--- config.mk ---
export PLATFORM = sky130hd
export DESIGN_NAME = trace_emitter
export DESIGN_NICKNAME = d
export VERILOG_FILES = /design/src/rtl/nic8_trace_pkg.sv /design/src/rtl/trace_byte_mux.sv /design/src/rtl/trace_emitter.sv
export SDC_FILE = /design/constraint.sdc
export NUM_CORES = 1
export LEC_CHECK = 0
export BUFFER_PORTS_ARGS = -buffer_cell sky130_fd_sc_hd__clkbuf_2
export CORE_ASPECT_RATIO = 1.4
export CORE_MARGIN = 2
export CORE_UTILIZATION = 30
export CTS_CLUSTER_DIAMETER = 200
export DETAILED_ROUTE_END_ITERATION = 6
export GPL_ROUTABILITY_DRIVEN = 0
export SLEW_MARGIN = 20
export SYNTH_ARGS = -nofsm -noshare
export SYNTH_HDL_FRONTEND = slang
export SYNTH_SLANG_ARGS = --single-unit
--- constraint.sdc ---
create_clock -name clk_i -period 4.05 [get_ports clk_i]
set_input_delay 0.2025 -clock clk_i [delete_from_list [all_inputs] [get_ports clk_i]]
set_output_delay 0.2025 -clock clk_i [all_outputs]
set_load 0.01 [all_outputs]
--- src/rtl/nic8_trace_pkg.sv ---
// rtl/nic8_trace_pkg.sv - shared types and constants for the NIC8 trace emitter.
// TRACE_CHECKSUM_EN selects a 9-byte frame with a trailing XOR checksum.
package nic8_trace_pkg;

  localparam logic [7:0] TRACE_HEADER = 8'hA5;

`ifdef TRACE_CHECKSUM_EN
  localparam int TRACE_FRAME_LEN = 9;
`else
  localparam int TRACE_FRAME_LEN = 8;
`endif

  localparam int TRACE_IDX_W = 4;

  typedef enum logic {
    IDLE = 1'b0,
    SEND = 1'b1
  } trace_state_t;

  typedef struct packed {
    logic [7:0] seq;
    logic [7:0] pc;
    logic [7:0] ir;
    logic [7:0] a;
    logic [7:0] b;
    logic [7:0] x;
    logic [7:0] q;
  } trace_frame_t;

  // XOR of every byte after the header
  function automatic logic [7:0] trace_checksum(input trace_frame_t f);
    return f.seq ^ f.pc ^ f.ir ^ f.a ^ f.b ^ f.x ^ f.q;
  endfunction

endpackage

--- src/rtl/trace_byte_mux.sv ---
// rtl/trace_byte_mux.sv - selects the frame byte at a given index.
// Index TRACE_FRAME_LEN-1 is the checksum when TRACE_CHECKSUM_EN is defined.
module trace_byte_mux
  import nic8_trace_pkg::*;
#(
  parameter logic [7:0] HEADER = TRACE_HEADER
) (
  input  trace_frame_t           frame_i,
  input  logic [TRACE_IDX_W-1:0] idx_i,
  output logic [7:0]             byte_o
);

  always_comb begin
    byte_o = 8'h00;
    case (idx_i)
      4'd0: byte_o = HEADER;
      4'd1: byte_o = frame_i.seq;
      4'd2: byte_o = frame_i.pc;
      4'd3: byte_o = frame_i.ir;
      4'd4: byte_o = frame_i.a;
      4'd5: byte_o = frame_i.b;
      4'd6: byte_o = frame_i.x;
      4'd7: byte_o = frame_i.q;
`ifdef TRACE_CHECKSUM_EN
      4'd8: byte_o = trace_checksum(frame_i);
`endif
      default: byte_o = 8'h00;
    endcase
  end

endmodule

--- src/rtl/trace_emitter.sv ---
// rtl/trace_emitter.sv - frames NIC8 CPU state snapshots onto a valid/ready byte stream.
// Active + one pending frame; TRACE_CHECKSUM_EN appends an XOR checksum byte.
module trace_emitter
  import nic8_trace_pkg::*;
#(
  parameter logic [7:0] HEADER = TRACE_HEADER
) (
  input  logic       clk_i,
  input  logic       reset_i,
  input  logic       step_i,
  input  logic [7:0] pc_i,
  input  logic [7:0] ir_i,
  input  logic [7:0] a_i,
  input  logic [7:0] b_i,
  input  logic [7:0] x_i,
  input  logic [7:0] q_i,
  output logic       out_valid_o,
  output logic [7:0] out_data_o,
  input  logic       out_ready_i,
  output logic       busy_o,
  output logic [7:0] dropped_o
);

  localparam logic [TRACE_IDX_W-1:0] LAST_IDX = TRACE_IDX_W'(TRACE_FRAME_LEN - 1);

  trace_state_t           state_q, state_d;
  logic [TRACE_IDX_W-1:0] idx_q, idx_d;
  trace_frame_t           active_q, active_d;
  trace_frame_t           pend_q, pend_d;
  logic                   pend_full_q, pend_full_d;
  logic [7:0]             seq_q, seq_d;
  logic [7:0]             dropped_q, dropped_d;

  trace_frame_t snap;
  logic         fire;
  logic         free;
  logic [7:0]   mux_byte;

  assign snap = '{seq: seq_q, pc: pc_i, ir: ir_i, a: a_i, b: b_i, x: x_i, q: q_i};
  assign fire = (state_q == SEND) && out_ready_i;
  // The active slot frees up on the very edge its last byte is taken, so frames abut
  assign free = (state_q == IDLE) || (fire && (idx_q == LAST_IDX));

  always_comb begin
    state_d     = state_q;
    idx_d       = idx_q;
    active_d    = active_q;
    pend_d      = pend_q;
    pend_full_d = pend_full_q;
    seq_d       = seq_q;
    dropped_d   = dropped_q;

    if (step_i) begin
      seq_d = seq_q + 8'd1;
    end

    if (free) begin
      if (pend_full_q) begin
        active_d    = pend_q;
        state_d     = SEND;
        idx_d       = '0;
        pend_full_d = step_i;
        if (step_i) begin
          pend_d = snap;
        end
      end else if (step_i) begin
        active_d = snap;
        state_d  = SEND;
        idx_d    = '0;
      end else begin
        state_d = IDLE;
        idx_d   = '0;
      end
    end else begin
      if (fire) begin
        idx_d = idx_q + 1'b1;
      end
      if (step_i) begin
        if (!pend_full_q) begin
          pend_d      = snap;
          pend_full_d = 1'b1;
        end else if (dropped_q != 8'hFF) begin
          dropped_d = dropped_q + 8'd1;
        end
      end
    end
  end

  always_ff @(posedge clk_i) begin
    if (reset_i) begin
      state_q     <= IDLE;
      idx_q       <= '0;
      active_q    <= '0;
      pend_q      <= '0;
      pend_full_q <= 1'b0;
      seq_q       <= 8'd0;
      dropped_q   <= 8'd0;
    end else begin
      state_q     <= state_d;
      idx_q       <= idx_d;
      active_q    <= active_d;
      pend_q      <= pend_d;
      pend_full_q <= pend_full_d;
      seq_q       <= seq_d;
      dropped_q   <= dropped_d;
    end
  end

  trace_byte_mux #(
    .HEADER(HEADER)
  ) u_byte_mux (
    .frame_i(active_q),
    .idx_i  (idx_q),
    .byte_o (mux_byte)
  );

  assign out_valid_o = (state_q == SEND);
  assign out_data_o  = (state_q == SEND) ? mux_byte : 8'h00;
  assign busy_o      = (state_q == SEND) || pend_full_q;
  assign dropped_o   = dropped_q;

endmodule

# Word level (Yosys, flattened, before mapping)
# Index checks and enable logic that the tools add are counted.
# Widths: inputs -> output; s select.
# classes
n_addsub	3
eq_ne	11
muxes	13
n_bitwise	2
reduce_logical	11
# ops
op	n
$mux 56	6
$pmux 8 s8	1
$add 8x1->8 const B	2
$eq 4x3->1 const B	4
$eq 4x2->1 const B	2
$mux 8	1
$ne 8x8->1 const B	1
$reduce_and 4->1	2
$mux 1	5
$add 4x1->4 const B	1
$eq 4x1->1 const B	1
$logic_not 4->1	1
$ne 2x2->1 const B	2
$reduce_bool 2->1	2
$logic_and 1x1->1	2
$logic_or 1x1->1	2
$ne 2x1->1 const B	1
$not 1->1	2
$reduce_and 2->1	1
$reduce_or 2->1	1
# word_totals
regBits	134
in_bits	52
out_inout_bits	18
wordCells	59

# Logic depth before layout (Yosys ltp)
# Gate-level depths: netlist of the first run.
# logic_depth
depth_word	5
mapped_depth	7
mapped_depth_nobuf	6

# Cells and area by module
# A second synthesis of the first run with hierarchy kept.
# unflattened
cells_unflattened	702
area_unflattened_um2	6708.9
# by_module_without_submodules
module	instances	cells_each	area_each_um2
trace_emitter	1	620	6100.9
trace_byte_mux	1	82	608.1

# Worst setup path before layout of the first run
# Ideal clock, no wire load.
# synth_timing
kind	register -> output
from	reg idx_q[0]
to	out out_data_o[6]
t_arrival_ps	1635
t_required_ps	3848
slack_ps	2212
stages_incl_launch_ff	6
path_buffers	1
path_cell_list	dfxtp_1 ha_1 clkbuf_1 nor2b_1 a222oi_1 a211oi_1
# synth_via
elab_chain_len	3
elab_cells_between_ends	10
cone_classes	eq/ne: 7; mux: 2; reduce/logical: 1
# synth_lines
element	line_no	source
from (decl)	trace_emitter.sv:27	logic [TRACE_IDX_W-1:0] idx_q, idx_d;
from (signal assigned)	trace_emitter.sv:100	idx_q <= idx_d;
$eq 4x3->1 (tied with other cells)	trace_byte_mux.sv:15	case (idx_i)
$pmux 8 s8 (*)	trace_byte_mux.sv:15	
$mux 8 (*)	trace_emitter.sv:118	assign out_data_o = (state_q == SEND) ? mux_byte : 8'h00;
to (decl)	trace_emitter.sv:18	output logic [7:0] out_data_o,
# Mark *: on every way between the ends. The rest lies on a longest branch, timed or not.

# Final worst setup path of the first run
# layout_timing
from	reg idx_q[0]
to	out out_data_o[3]
# Same word-level chain as after synthesis.

==> flow_summary.yaml, run 1 <==
finish:
  seqCellArea_sq_um: 2690
  fillers: 2174
  nNetsFinal: 787
  drive_gt1_share_pct: 16.1
  multi_input_area_sq_um: 3270
  post-route-util_pct: 35.5
  final_common_cell: "dfxtp_1"
  antenna_cells: 0
  syn_to_final_growth_pct: 16.5
  mostFrequentLayoutCells: "dfxtp_1, nand2_1, mux2i_1, nor2_1, clkbuf_2"
  stdcell_count: 997
synth:
  avgSynthCellArea_sq_um: 9.07
  ys_seq_area_share_pct: 43.0
  syn_inst: 687
  ys_seq_elements: 134
  ys_warn_count: 0
  synthFlopType: "dfxtp_1"
  async_flop_share_pct: 0
  synthesis.area_sq_um: 6230
  synth_edf_count: 0
  synthesis.nets: 745
  ys_types: 51
timing:
  rsz0062_at_grt: "no"
  post-route-min-period_ns: 2.62
  period_share_pct: 64.6
  tns_ns: 0
  tightest_slew_ns: 0.833
  hold_viol_final: 0
  clock_skew_ns: 0.00883
  finalMaxSlewViolations: 0
  timing.slew.headroom_pct: 44.5
  setup_violations: 0
  fmaxAchievable_mhz: 382
clock_tree:
  cts.clk_slew.worst_paths_ns: 0.05
  worstSkewPairLatency_ns: 0.41
  cts_tree: "yes"
  cts_resized: 0
  cts_buffer_depth: 2
  cts_made_buffers: 17
  clkSinkCount: 134
  hold_buffers: 0
  htreeDepth: 4
  cts_root_buf: "clkbuf_16"
  cts_setup_buffers: 0
routing:
  ant_nets: 0
  avgRoutedWirePerCell_um: 15.0
  drc: 0
  via_per_inst: 4.87
  vias: 4854
  drtIter0Drc: 390
  dr.pass1.iters: 4
  finalWirelength_um: 15000
hold_path:
  hp-class: "input pin to flop"
worst_setup_path:
  critPathRequiredTime_ns: 3.85
  cp_max_fo: 8
  worstPathArrival_ns: 2.42
  critical_path.cell_chain: "inv_1, ha_1, or4_1, nand3b_1, o21ba_2, clkbuf_2"
  setup.worst_path.start_class: "flop"
  critical_path_buf_inv_count: 2
  cpLargestDelayFamily: "simple AND/OR/NAND/NOR gates"
  critical_path.slowest_cell: "or4_1"
  cp_slowest_stage_delay_ns: 0.52
  path_class: "flop to primary output"
  end_kind: "primary output"
global_route:
  grtUsageMet3_pct: 2.71
  grt_max_degree: 77
  grt_pass1_vias: 4655
  grtUsageTotal_pct: 13.9
  use_met1_pct: 17.4
  antenna_found_initial: 0
  gr-usage-met2_pct: 23.6
  grt_busiest_layer: "met2"
  grt_pass1_wl_um: 24400
  grt_overflow: 0
status:
  status: "completed"
pwr:
  cellLeakagePower_nw: 2.70
  internal_power_mw: 2.46
  switchingPower_uw: 817
  combPwrFrac_pct: 10.5
  power.density_nw_per_um2: 451
  clock_power_share_pct: 44.5
  irDropWorstVdd_v: 0.000204
  netSwitchingFraction_pct: 24.9
  p_seq_share_pct: 45.0
placed_design:
  port_buffers: 69
  dp.cells: 966
  dpl.hpwl_um: 10600
die:
  die_h_um: 175
  io_pins: 70
  rows: 62
  dieArea_sq_um: 22000
  start_util_pct: 30.4
  die_w_um: 126
  core_sq_um: 20500
job:
  drv_cap: 0
## cells in the mapped netlist (all sizes together) (2+ instances only)
master / n / share of area [%]
dfxtp: 134 / 43
nand2: 129 / 7.8
mux2i: 117 / 19
nor2: 71 / 4.3
a211oi: 59 / 7.1
buf: 29 / 3.0
clkbuf: 25 / 1.5
a21oi: 18 / 1.5
o21ai: 9 / 0.78
nand3: 8 / 0.64
a22oi: 6 / 0.72
ha: 6 / 1.2
a221oi: 5 / 0.70
nand4: 5 / 0.74
nor2b: 5 / 0.50
or4: 5 / 0.60
xor2: 5 / 0.70
mux2: 4 / 0.72
nand2b: 4 / 0.40
a21o: 3 / 0.36
a22o: 3 / 0.42
and3: 3 / 0.30
inv: 3 / 0.18
o41ai: 3 / 0.42
or3: 3 / 0.30
a222oi: 2 / 0.32
and2: 2 / 0.24
clkinv: 2 / 0.12
nand4b: 2 / 0.52
o22ai: 2 / 0.20
o31ai: 2 / 0.24
xnor2: 2 / 0.28
## area by class of cell
| class | count | share of cell area, % |
|---|---|---|
| Inverter | 5 | 0.276 |
| Clock buffer | 23 | 6.74 |
| Clock inverter | 8 | 0.999 |
| Tap cell | 256 | 4.41 |
| Multi-Input combinational cell | 494 | 45.0 |
| Sequential cell | 134 | 37.0 |
| Timing Repair Buffer | 77 | 5.58 |
## power by group through the flow
| stage | sequential (mW) | combinational, mW | clock [mW] |
|---|---|---|---|
| CTS | 1.48 | 0.352 | 1.49 |
| floorplan | 1.47 | 0.278 | 0 |
| global placement | 1.50 | 0.344 | 0 |
| detailed placement | 1.50 | 0.351 | 0 |
| global route | 1.48 | 0.386 | 1.56 |
| finish | 1.48 | 0.345 | 1.46 |
## state kept, by name (all words and copies together), names as in the netlist
| register | cells |
|---|---|
| pend_full_q | 1 |
| active_q | 56 |
| idx_q | 4 |
| dropped_o | 8 |
| pend_q | 56 |
| out_valid_o | 1 |
| seq_q | 8 |
## path summary, 6_finish.rpt
path / cells past startpoint / to / startpoint / slack (ns)
max: 6 / out_data_o[3] / idx_q[0] / 1.43
min: 3 / pend_q[21] / b_i[5] / 0.03
max reg2reg: 6 / pend_q[20] / idx_q[1] / 1.70
min reg2reg: 2 / pend_q[28] / pend_q[28] / 0.46
## routing by layer
metal,wire length [um],vias up
li1,-,2520
met1,6790,2238
met2,7430,79
met3,406,17
met4,327,0
met5,0,-
## logic make-up (layout without fill, tap and decap cells)
logic type,after synthesis,in the layout,share of synthesized area (%)
AOI/OAI and AO/OA,118,118,13.6
xor gates and xnor gates,7,7,0.984
adders and majority gates,6,6,1.20
buffers and inverters,59,113,4.78
DFF,134,134,43.0
muxes,121,121,19.5
and+or+nand+nor,242,242,16.8
## tightest hold or removal path, delay by kind of cell
kind,cells,cell delay (ns)
simple gates,1,0.05
mux,1,0.05
buf+inv,1,0.09
## metrics by stage
stage | worst slack [ns] | cell area [sq um] | total power, mW | hold slack, ns
detailed placement | 1.68 | 6700 | 1.86 | 0.447
CTS | 1.42 | 7260 | 3.32 | 0.0193
finish | 1.43 | 7260 | 3.28 | 0.0303
floorplan | 2.21 | 6230 | 1.75 | 0.345
global route | 1.28 | 7260 | 3.43 | 0.0271
global placement | 1.76 | 6700 | 1.85 | 0.441
Note: power is estimated with default switching activity, not from simulation.
==> run 2, diff against run 1 <==
--- a/config.mk
+++ b/config.mk
@@ -5,6 +5,7 @@
 export SDC_FILE = /design/constraint.sdc
 export NUM_CORES = 1
 export LEC_CHECK = 0
+export ABC_AREA = 1
 export BUFFER_PORTS_ARGS = -buffer_cell sky130_fd_sc_hd__clkbuf_2
 export CORE_ASPECT_RATIO = 1.4
 export CORE_MARGIN = 2
==> constraint.sdc (replaced) <==
create_clock -name clk_i -period 2.4 [get_ports clk_i]
set_input_delay 0.12 -clock clk_i [delete_from_list [all_inputs] [get_ports clk_i]]
set_output_delay 0.12 -clock clk_i [all_outputs]
set_load 0.01 [all_outputs]
==> run 2 against run 1 <==
Die area increased by 3.3%. First-iteration DRC count decreased by 23%. Combinational power increased by 130%. Final cell count increased by 28%. Register-to-register slack got worse by 1.3 ns. Critical path depth increased by 3. Critical endpoint is now out_data_o[0].
==> flow_summary.yaml, run 2 <==
routing:
  drtIter0Drc: 301
  vias: 6141
  avgRoutedWirePerCell_um: 13.9
  dr.pass1.iters: 4
  via_per_inst: 4.80
  ant_nets: 0
  drc: 0
  finalWirelength_um: 17800
synth:
  async_flop_share_pct: 0
  yosys-top-cells-area: "dfxtp_1, nand2_1, o21ai_0, nor2_1, inv_1"
  syn_inst: 966
  ys_seq_elements: 134
  yosysTopAreaCellShare_pct: 41.6
  ys_types: 27
  synthesis.area_sq_um: 6440
  synthFlopType: "dfxtp_1"
  synthesis.nets: 1024
  avgSynthCellArea_sq_um: 6.67
  ys_top_cells_by_count: "nand2_1, nor2_1, dfxtp_1"
  ys_seq_area_share_pct: 41.6
  ys_warn_count: 0
  synth_edf_count: 0
  synth_most_common_cell: "nand2_1"
  yosysTopAreaCell: "dfxtp_1"
timing:
  finalMaxSlewViolations: 0
  clock_skew_ns: 0.00816
  period_share_pct: 96.1
  setup_violations: 0
  hold_viol_final: 0
  post-route-min-period_ns: 2.31
  rsz0062_at_grt: "yes"
  hold_slack_ns: 0.0305
  tightest_slew_ns: 0.562
  fmaxAchievable_mhz: 434
  timing.slew.headroom_pct: 62.5
die:
  io_pins: 70
  rows: 63
  start_util_pct: 30.5
  dieArea_sq_um: 22700
  die_h_um: 177
  die_w_um: 128
  core_sq_um: 21100
placed_design:
  placed_area_sq_um: 7030
  port_buffers: 69
  dpl.hpwl_um: 12700
finish:
  antenna_cells: 0
  largestRegisters: "active_q (56), pend_q (56)"
  fin_area_sq_um: 7600
  post-route-util_pct: 36.0
  drive_gt1_share_pct: 12.5
  nNetsFinal: 1066
  mostFrequentLayoutCells: "nand2_1, nor2_1, dfxtp_1, o21ai_0, inv_1"
  final_common_cell: "nand2_1"
  syn_to_final_growth_pct: 17.9
pwr:
  switchingPower_mw: 1.55
  power.density_nw_per_um2: 762
  power_mw: 5.79
  p_seq_share_pct: 43.2
  combPwrFrac_pct: 14.0
  clock_power_share_pct: 42.9
  netSwitchingFraction_pct: 26.7
  internal_power_mw: 4.24
  irDropWorstVdd_v: 0.000527
  cellLeakagePower_nw: 3.21
global_route:
  antenna_found_initial: 0
  grt_max_degree: 65
  grt_overflow: 0
  grtUsageTotal_pct: 16.1
  grt_pass1_wl_um: 28700
  grt_pass1_vias: 5688
clock_tree:
  htreeDepth: 4
  cts_buffer_depth: 2
  cts_made_buffers: 17
  cts_setup_buffers: 0
  clkSinkCount: 134
  cts_root_buf: "clkbuf_16"
  worstSkewPairLatency_ns: 0.42
  cts_tree: "yes"
  cts.clk_slew.worst_paths_ns: 0.06
worst_setup_path:
  path_class: "flop to primary output"
  critPathRequiredTime_ns: 2.28
  cp_max_fo: 5
  setup.worst_path.start_class: "flop"
  end_kind: "primary output"
  reg2reg_depth: 7
  worstPathArrival_ns: 2.19
status:
  status: "completed"
job:
  drv_cap: 0
hold_path:
  hp-class: "input pin to flop"
  hold_depth: 5
[run 2: stage by stage]
step | setup TNS [ns] | setup slack (ns) | std cells
after floorplan | 0 | 0.833 | 966
after global placement | 0 | 0.405 | 1249
after detailed placement | 0 | 0.363 | 1249
after CTS | 0 | 0.0945 | 1280
after global routing | -0.00216 | -0.00216 | 1280
final | 0 | 0.0935 | 1280
[run 2: metal layers]
layer	up-vias	track usage [%]	wire length (um)
met5	-	0	0
met2	90	28.4	8940
met3	34	2.80	478
met4	0	7.19	545
li1	3206	-	-
met1	2811	19.1	7840
[run 2: path summary, 6_finish.rpt]
check / startpoint / endpoint / slack (ns)
worst max register to register: idx_q[0] / active_q[3] / 0.39
worst min register to register: active_q[7] / active_q[7] / 0.46
worst min-delay path: ir_i[0] / pend_q[32] / 0.03
worst max-delay path: idx_q[2] / out_data_o[0] / 0.09
[run 2: area by class of cell]
| type | instances | area (sq um) |
|---|---|---|
| clock buffer | 28 | 517 |
| clock inverter | 3 | 40.0 |
| fill | 2294 | 13500 |
| inverter | 119 | 447 |
| multi-input combinational | 647 | 3040 |
| sequential | 134 | 2690 |
| tap | 260 | 325 |
| timing repair buffer | 89 | 546 |
[run 2: critical path, cell delays in order, from the launching register on]
cell and delay, ns:
dfxtp_1 0.41, inv_2 0.09, nor2_4 0.16, nand2_1 0.21
inv_1 0.17, nand2_1 0.06, o21ai_0 0.16, nor2_1 0.08
a21oi_1 0.24, clkbuf_2 0.19
[run 2: repair_timing]
| action | 4_1_cts | 5_1_grt |
|---|---|---|
| gates resized for setup | 1 | 1 |
| setup endpoints to repair | 1 | 2 |
| hold buffers | 0 | 0 |
| endpoints found under the hold margin | 0 | 0 |
| pin swaps | 0 | 0 |
| gates cloned | 0 | 0 |
[run 2: cells by family after synthesis]
logic type      synth area share (%)
fa+ha+maj                       1.17
compound gates                  16.8
flops                           41.6
buf+inv                         11.5
xor+xnor                       0.680
simple gates                    28.2
[run 2: power by group through the flow]
| stage | sequential, mW | combinational, mW | clock (mW) |
|---|---|---|---|
| detailed placement | 2.55 | 0.813 | 0 |
| finish | 2.50 | 0.808 | 2.48 |
| global route | 2.52 | 0.921 | 2.62 |
| CTS | 2.50 | 0.818 | 2.53 |
| floorplan | 2.52 | 0.574 | 0 |
| global placement | 2.54 | 0.809 | 0 |
==> run 3, diff against run 2 <==
--- a/config.mk
+++ b/config.mk
@@ -10,6 +10,7 @@
 export CORE_ASPECT_RATIO = 1.4
 export CORE_MARGIN = 2
 export CORE_UTILIZATION = 30
+export CTS_BUF_LIST = sky130_fd_sc_hd__clkbuf_4
 export CTS_CLUSTER_DIAMETER = 200
 export DETAILED_ROUTE_END_ITERATION = 6
 export GPL_ROUTABILITY_DRIVEN = 0
==> run 3 against run 2 <==
Die area stayed put. Sequential share of layout area is 0.97 points lower. Global-route usage is 0.13 points higher. Clock skew is 0.0074 ns higher. Hold slack better by 0.042 ns. Final cell count is 4.0% higher. Register-to-register slack hardly changed.
==> flow_summary.yaml, run 3 (same netlist as run 2, synthesis figures left out) <==
routing:
  avgRoutedWirePerCell_um: 13.6
  drtIter0Drc: 256
  finalWirelength_um: 18100
  drc: 0
  via_per_inst: 4.76
  vias: 6342
  ant_nets: 0
  dr.pass1.iters: 5
clock_tree:
  clkSinkCount: 134
  cts_made_buffers: 17
  cts_root_buf: "clkbuf_4"
  htreeDepth: 4
  cts_buffer_depth: 2
  cts.clk_slew.worst_paths_ns: 0.11
  worstSkewPairLatency_ns: 0.56
  cts_tree: "yes"
finish:
  multi_input_area_sq_um: 3080
  syn_to_final_growth_pct: 21.4
  drive_gt1_share_pct: 13.1
  nNetsFinal: 1116
  post-route-util_pct: 37.0
  fillers: 2302
  mostFrequentLayoutCells: "nand2_1, nor2_1, dfxtp_1, o21ai_0, inv_1"
  stdcell_count: 1331
  largestRegisters: "active_q (56), pend_q (56)"
  seqCellArea_sq_um: 2690
  final_common_cell: "nand2_1"
global_route:
  grt_overflow: 0
  grt_busiest_layer: "met2"
  grt_max_degree: 65
  grt_pass1_vias: 5777
  antenna_found_initial: 1
  gr-usage-met2_pct: 29.3
  grtUsageTotal_pct: 16.2
  use_met1_pct: 19.2
  grtUsageMet3_pct: 2.62
  grt_pass1_wl_um: 29000
timing:
  setup_violations: 0
  tns_ns: 0
  post-route-min-period_ns: 2.31
  finalMaxSlewViolations: 0
  clock_skew_ns: 0.0156
  rsz0062_at_grt: "yes"
  fmaxAchievable_mhz: 433
  period_share_pct: 96.3
  tightest_slew_ns: 0.551
  timing.slew.headroom_pct: 63.1
  hold_viol_final: 0
placed_design:
  port_buffers: 69
  dp.cells: 1249
  dpl.hpwl_um: 12700
die:
  die_h_um: 177
  die_w_um: 128
  core_sq_um: 21100
  io_pins: 70
  dieArea_sq_um: 22700
  start_util_pct: 30.5
  rows: 63
pwr:
  irDropWorstVdd_v: 0.000237
  cellLeakagePower_nw: 3.29
  power.density_nw_per_um2: 602
  power_mw: 4.71
status:
  status: "completed"
worst_setup_path:
  cp_max_fo: 7
  setup.worst_path.start_class: "flop"
  path_class: "flop to primary output"
  reg2reg_depth: 8
  worstPathArrival_ns: 2.19
  end_kind: "primary output"
  critPathRequiredTime_ns: 2.28
hold_path:
  hp-class: "input pin to flop"
  hold_depth: 2
job:
  drv_cap: 0
## run 3: changes by cell type in the layout (fill, tap and decap cells not counted), moves of 4 or more
cell,before,now
dlygate4sd3_1,0,50
clkbuf_4,0,23
clkbuf_16,17,0
clkbuf_1,6,0
clkbuf_8,5,0
clkinv_1,1,6
nand2_1,183,179
nand2_2,3,7
## run 3: layout make-up
cell class / instances / area share (%)
multi-input combinational: 647 / 39.4
sequential: 134 / 34.4
timing repair buffer: 139 / 13.4
inverter: 119 / 5.71
tap: 260 / 4.16
clock buffer: 23 / 2.21
clock inverter: 8 / 0.752
antenna: 1 / 0.0320
## run 3: path summary, 6_finish.rpt
| path | start | endpoint | slack, ns |
|---|---|---|---|
| max | idx_q[1] | out_data_o[2] | 0.09 |
| min | reset_i | dropped_o[2] | 0.07 |
| max reg2reg | idx_q[2] | active_q[3] | 0.39 |
| min reg2reg | active_q[35] | active_q[35] | 0.46 |
## run 3: metal layers
| layer | vias up | wire length [um] |
|---|---|---|
| met5 | - | 0 |
| met4 | 0 | 491 |
| met3 | 26 | 534 |
| met2 | 103 | 9210 |
| met1 | 2906 | 7860 |
| li1 | 3307 | - |
## run 3: repair_timing
item | in CTS | in global routing
endpoints found under the setup margin | 5 | 8
gates resized for setup | 2 | 13
endpoints found under the hold margin | 60 | 0
buffers inserted | 0 | 0
hold buffers | 50 | 0
## run 3: power breakdown
part | switching, mW | internal, mW | total, mW
registers | 0.0833 | 2.41 | 2.50
clock network | 0.786 | 0.557 | 1.34
logic | 0.545 | 0.327 | 0.872
## run 3: critical path, stage by stage, from the launching register on
cell and delay [ns]:
dfxtp_2 0.36, inv_1 0.12, ha_1 0.24, nand2_2 0.13, o21ai_0 0.34, nor2_1 0.09, a21oi_2 0.19, clkbuf_2 0.17
## run 3: metrics by stage
step,hold WS (ns),cell area [sq um],setup slack [ns]
2_1_floorplan,0.303,6440,0.833
3_3_place_gp,0.439,7030,0.405
3_5_place_dp,0.449,7030,0.363
4_1_cts,0.0486,7770,-0.0566
5_1_grt,0.111,7820,0.00190
6_report,0.0722,7820,0.0896
